**src/rtl/control_unit_if.sv**
```systemverilog
`default_nettype none
// +----------------------------------------------------------------------+
// | control_unit_if : IR opcode / zero flag in, datapath strobes out     |
// | rev 1.0                                                              |
// +----------------------------------------------------------------------+
interface control_unit_if #(
  parameter int OPW = 4
);
  logic [OPW-1:0] IRCU;
  logic           Zero;
  logic           IRload;
  logic           PCload;
  logic [1:0]     JSM;
  logic           Aload;
  logic           Bload;
  logic           ANSload;
  logic [1:0]     ALUop;
  logic           select_mode;
  logic           halted;

  // master = sequencer side, slave = datapath side
  modport master (
    input  IRCU, Zero,
    output IRload, PCload, JSM, Aload, Bload, ANSload, ALUop, select_mode, halted
  );

  modport slave (
    output IRCU, Zero,
    input  IRload, PCload, JSM, Aload, Bload, ANSload, ALUop, select_mode, halted
  );
endinterface
`default_nettype wire

```
**src/rtl/control_unit.sv**
```systemverilog
`default_nettype none
// +----------------------------------------------------------------------+
// | control_unit : FETCH -> LOAD -> EXEC sequencer driving CPU strobes   |
// | rev 1.0                                                              |
// +----------------------------------------------------------------------+
module control_unit #(
  parameter int             OPW     = 4,
  parameter logic [OPW-1:0] HALT_OP = OPW'(15)
) (
  input  wire              Clk,
  input  wire              Reset,
  control_unit_if.master   bus
);

  typedef enum logic [1:0] {
    FETCH = 2'b00,
    LOAD  = 2'b01,
    EXEC  = 2'b10,
    HALT  = 2'b11
  } state_t;

  localparam logic [OPW-1:0] OP_LDA   = OPW'(1);
  localparam logic [OPW-1:0] OP_LDB   = OPW'(2);
  localparam logic [OPW-1:0] OP_ADD   = OPW'(3);
  localparam logic [OPW-1:0] OP_SUB   = OPW'(4);
  localparam logic [OPW-1:0] OP_AND   = OPW'(5);
  localparam logic [OPW-1:0] OP_OR    = OPW'(6);
  localparam logic [OPW-1:0] OP_OUT   = OPW'(7);
  localparam logic [OPW-1:0] OP_JMP   = OPW'(8);
  localparam logic [OPW-1:0] OP_JZ    = OPW'(9);
  localparam logic [OPW-1:0] OP_JMODE = OPW'(10);

  state_t     state_q, state_d;
  logic       ir_load, pc_load, a_load, b_load, ans_load, sel_mode, halted;
  logic [1:0] jsm, alu_op;

  // Outputs decode from state_q alone outside EXEC, so async reset zeroes them at once.
  always_ff @(posedge Clk or negedge Reset) begin
    if (!Reset) state_q <= FETCH;
    else        state_q <= state_d;
  end

  always_comb begin
    state_d  = state_q;
    ir_load  = 1'b0;
    pc_load  = 1'b0;
    jsm      = 2'b00;
    a_load   = 1'b0;
    b_load   = 1'b0;
    ans_load = 1'b0;
    alu_op   = 2'b00;
    sel_mode = 1'b0;
    halted   = 1'b0;
    case (state_q)
      FETCH: state_d = LOAD;
      LOAD: begin
        ir_load = 1'b1;
        pc_load = 1'b1;
        state_d = EXEC;
      end
      EXEC: begin
        state_d = (bus.IRCU == HALT_OP) ? HALT : FETCH;
        case (bus.IRCU)
          OP_LDA: a_load = 1'b1;
          OP_LDB: b_load = 1'b1;
          OP_ADD: begin ans_load = 1'b1; alu_op = 2'b00; end
          OP_SUB: begin ans_load = 1'b1; alu_op = 2'b01; end
          OP_AND: begin ans_load = 1'b1; alu_op = 2'b10; end
          OP_OR:  begin ans_load = 1'b1; alu_op = 2'b11; end
          OP_OUT: sel_mode = 1'b1;
          OP_JMP: begin pc_load = 1'b1; jsm = 2'b01; end
          OP_JZ: begin
            pc_load = bus.Zero;
            jsm     = bus.Zero ? 2'b01 : 2'b00;
          end
          OP_JMODE: begin pc_load = 1'b1; jsm = 2'b10; end
          default: ;
        endcase
      end
      HALT: halted = 1'b1;
      default: state_d = FETCH;
    endcase
  end

  assign bus.IRload      = ir_load;
  assign bus.PCload      = pc_load;
  assign bus.JSM         = jsm;
  assign bus.Aload       = a_load;
  assign bus.Bload       = b_load;
  assign bus.ANSload     = ans_load;
  assign bus.ALUop       = alu_op;
  assign bus.select_mode = sel_mode;
  assign bus.halted      = halted;

endmodule
`default_nettype wire
```
**src/flat_wrapper.sv**
```systemverilog
// flat-port wrapper written by rule: the top's interface ports become plain ports
module control_unit_flat 
#(
  parameter int             OPW     = 4,
  parameter logic [OPW-1:0] HALT_OP = OPW'(15)
)
  (Clk, Reset, bus_IRCU, bus_Zero, bus_IRload, bus_PCload, bus_JSM, bus_Aload, bus_Bload, bus_ANSload, bus_ALUop, bus_select_mode, bus_halted);
  control_unit_if #(.OPW(OPW)) bus_i ();
  input  wire Clk;
  input  wire Reset;
  input wire logic [$bits(bus_i.IRCU)-1:0] bus_IRCU;
  input wire logic [$bits(bus_i.Zero)-1:0] bus_Zero;
  output wire logic [$bits(bus_i.IRload)-1:0] bus_IRload;
  output wire logic [$bits(bus_i.PCload)-1:0] bus_PCload;
  output wire logic [$bits(bus_i.JSM)-1:0] bus_JSM;
  output wire logic [$bits(bus_i.Aload)-1:0] bus_Aload;
  output wire logic [$bits(bus_i.Bload)-1:0] bus_Bload;
  output wire logic [$bits(bus_i.ANSload)-1:0] bus_ANSload;
  output wire logic [$bits(bus_i.ALUop)-1:0] bus_ALUop;
  output wire logic [$bits(bus_i.select_mode)-1:0] bus_select_mode;
  output wire logic [$bits(bus_i.halted)-1:0] bus_halted;
  assign bus_i.IRCU = bus_IRCU;
  assign bus_i.Zero = bus_Zero;
  assign bus_IRload = bus_i.IRload;
  assign bus_PCload = bus_i.PCload;
  assign bus_JSM = bus_i.JSM;
  assign bus_Aload = bus_i.Aload;
  assign bus_Bload = bus_i.Bload;
  assign bus_ANSload = bus_i.ANSload;
  assign bus_ALUop = bus_i.ALUop;
  assign bus_select_mode = bus_i.select_mode;
  assign bus_halted = bus_i.halted;
  control_unit #(.OPW(OPW), .HALT_OP(HALT_OP)) u_core (.Clk(Clk), .Reset(Reset), .bus(bus_i));
endmodule
```
**config.mk**
```make
export PLATFORM = sky130hd
export DESIGN_NAME = control_unit_flat
export DESIGN_NICKNAME = d
export VERILOG_FILES = /design/src/rtl/control_unit_if.sv /design/src/rtl/control_unit.sv /design/src/flat_wrapper.sv
export SDC_FILE = /design/constraint.sdc
export NUM_CORES = 1
export LEC_CHECK = 0
export CAP_MARGIN = 5
export CORE_AREA = 8 8 45 47
export DETAILED_ROUTE_END_ITERATION = 8
export DIE_AREA = 0 0 53 55
export PLACE_DENSITY = 0.62
export SLEW_MARGIN = 20
export SYNTH_ARGS = -nofsm -noshare
export SYNTH_HDL_FRONTEND = slang
export SYNTH_SLANG_ARGS = --single-unit
```
**constraint.sdc**
```tcl
create_clock -name Clk -period 1.9 [get_ports Clk]
set_input_delay 0.19 -clock Clk [delete_from_list [all_inputs] [get_ports Clk]]
set_output_delay 0.19 -clock Clk [all_outputs]
set_load 0.03 [all_outputs]
```
==> impl_metrics.ini, run 1 <==
[status]
status = complete, no violations

[die]
die_area_um2 = 2915
start_util_pct = 19.44
core_area_um2 = 1384
die_h_um = 55
rows = 14
ios = 18
die_w_um = 53

[sta]
finalHoldViolCount = 0
fin_crit_ps = 1759
maxSlewViolCount = 0
fin_crit_sh_pct = 92.59
setup_violations = 0
slew_headroom_pct = 79.32
rsz0062_at_grt = false
setup_ws_ps = 140.8
tns_ps = 0
skew_ps = 2.421
tightest_slew_ps = 309.3
holdWs_ps = 126.8
max_freq_mhz = 568.4

[routing]
remaining_drc_errors = 0
via_per_inst = 4.260
drt-total-wl_um = 770
first_iter_violations = 5
vias = 311
drtPass1Iterations = 2
wl_per_cell_um = 10.55
antenna_left = 0

[cells_and_area]
largestRegisters = u_core.state_q x2
top_register = u_core.state_q
n_antenna_cell = 0
num-fill-cells = 168
largest_reg_flops = 2
drive_gt1_share_pct = 29.82
syn_to_final_growth_pct = 79.53
layout.nets = 70

[synth]
synth_cells = 34
syn_nets = 45
netlist_area_um2 = 269.0
synth_top_area_share_pct = 18.60
synthTopCellsByArea = dfrtp_1 19%, ha_1 19%, nand2b_1 7.0%, a21oi_1 5.6%, nor3_1 5.6%
yosys_warnings = 0
yosysTopAreaCell = dfrtp_1
ys_types = 18
ys_seq_elements = 2
syn_avg_cell_area_um2 = 7.912
ys_seq_area_share_pct = 18.60

[setup_path]
crit_fanout = 5
end_kind = primary output
path_class = flip-flop to primary output
arrival_ps = 1570
cp.required_ps = 1710
cp-start-kind = flip-flop

[global_routing]
use_met3_pct = 1.337
antenna_found_initial = 0
groute.usage.overall_pct = 5.355
use_met1_pct = 4.407
grt_pass1_vias = 298
grt_max_degree = 7
grt_pass1_wl_um = 1152
grt-ovfl-total = 0
use_met2_pct = 10.16
grt.busiest_layer = met2

[cts]
numCtsBuffers = 3
clockBufferDepth = 2
ctsHoldBuffers = 0
path_clk_slew_ps = 30
cts_tree = done
clk_latency_ps = 220
cts.sinks = 2
cts.htree.levels = 1
clockRootBuffer = clkbuf_4
post_cts_buffers = 0

[place]
gp_congestion = 0.7180
dpl.hpwl_um = 644.7
place_ws_ps = 92.02
port_buffers = 17

[power_and_ir_drop]
leakage_nw = 0.2234
ir_worst_vdd_uv = 181.2
powerDensity_nw_per_um2 = 340.7

[job]
cap_violations = 0

[worst_hold_path]
hp-class = input pin to asynchronous set/reset pin
stage by stage:
step	area (um2)	cells	total power [mW]	utilization [%]
finish	483.0	73	0.1646	34.90
floorplan	269.0	34	0.05129	-
CTS	483.0	73	0.1734	34.90
global route	483.0	73	0.1746	34.90
global placement	461.7	70	0.07083	33.36
detailed placement	461.7	70	0.07086	33.36
cells in the mapped netlist:
cell type / instances
ha_1: 4
nor2_1: 4
a21oi_1: 3
nand2b_1: 3
nor3_1: 3
dfrtp_1: 2
inv_1: 2
nand2_1: 2
nand3b_1: 2
mux2i_1: 1
nand2_2: 1
nor2b_1: 1
nor3b_1: 1
o21ai_1: 1
o21ba_2: 1
or2b_1: 1
or4b_4: 1
xor2_1: 1
repair_timing:
item,4_1_cts,5_1_grt
setup endpoints to repair,1,0
resized for setup,1,0
hold endpoints to repair,0,0
cell families after synthesis:
family	after synthesis	share of synthesized area (%)
AO/OA/AOI/OAI	5	11.16
XOR/XNOR	1	3.256
adder cells (fa/ha/maj)	4	18.61
buffers and inverters	2	2.792
flip-flops	2	18.61
multiplexers	1	3.721
AND/OR/NAND/NOR	19	41.86
worst max-delay path: stages, from the launching register on:
cell and delay, ps:
dfrtp_1 420, inv_1 80, ha_1 170, clkdlybuf4s50_1 680
layer usage:
metal,vias to the layer above,routed length (um)
li1,163,-
met1,138,297
met2,10,397
met3,0,76
met4,0,0
met5,-,0
final cells by class:
class / count / area, um2 / share of cell area [%]
Tap cell: 16 / 20.02 / 4.145
Clock buffer: 3 / 22.52 / 4.663
Inverter: 2 / 7.507 / 1.554
Sequential cell: 2 / 50.05 / 10.36
Multi-Input combinational cell: 30 / 211.5 / 43.78
Timing Repair Buffer: 20 / 171.4 / 35.49
layout by cell type, fill, tap and decap left out, types with 2 or more instances in the layout:
cell,count
nor2_1,4
nand3b_1,2
a21oi_1,3
dfrtp_1,2
nand2_1,2
clkbuf_4,3
inv_1,2
nor3_1,3
clkdlybuf4s50_1,8
nand2b_1,3
ha_1,4
buf_4,11
final timing paths:
path	startpoint	end	slack (ps)	depth (start not counted)
hold reg to reg	u_core.state_q[1]	u_core.state_q[1]	610	2
setup / recovery	u_core.state_q[1]	bus_IRload	140	3
min in group Clk	u_core.state_q[1]	u_core.state_q[1]	610	2
setup reg to reg	u_core.state_q[0]	u_core.state_q[1]	390	4
max in group asynchronous	Reset	u_core.state_q[0]	1650	1
hold / removal	Reset	u_core.state_q[1]	130	1
power breakdown:
| part | internal, mW | switching [mW] | leakage [nW] |
|---|---|---|---|
| logic | 0.0171 | 0.0102 | 0.192 |
| registers | 0.0429 | 0 | 0.0175 |
| clock network | 0.0697 | 0.0246 | 0.0138 |
(Power assumes the default switching activity.)
==> inputs of run 2 (changes only) <==
GPL_ROUTABILITY_DRIVEN = 1   (was not set)
SLEW_MARGIN = not set   (was 20)
==> results of run 2 <==
Final layout, timing and power as in run 1 (identical DEF).
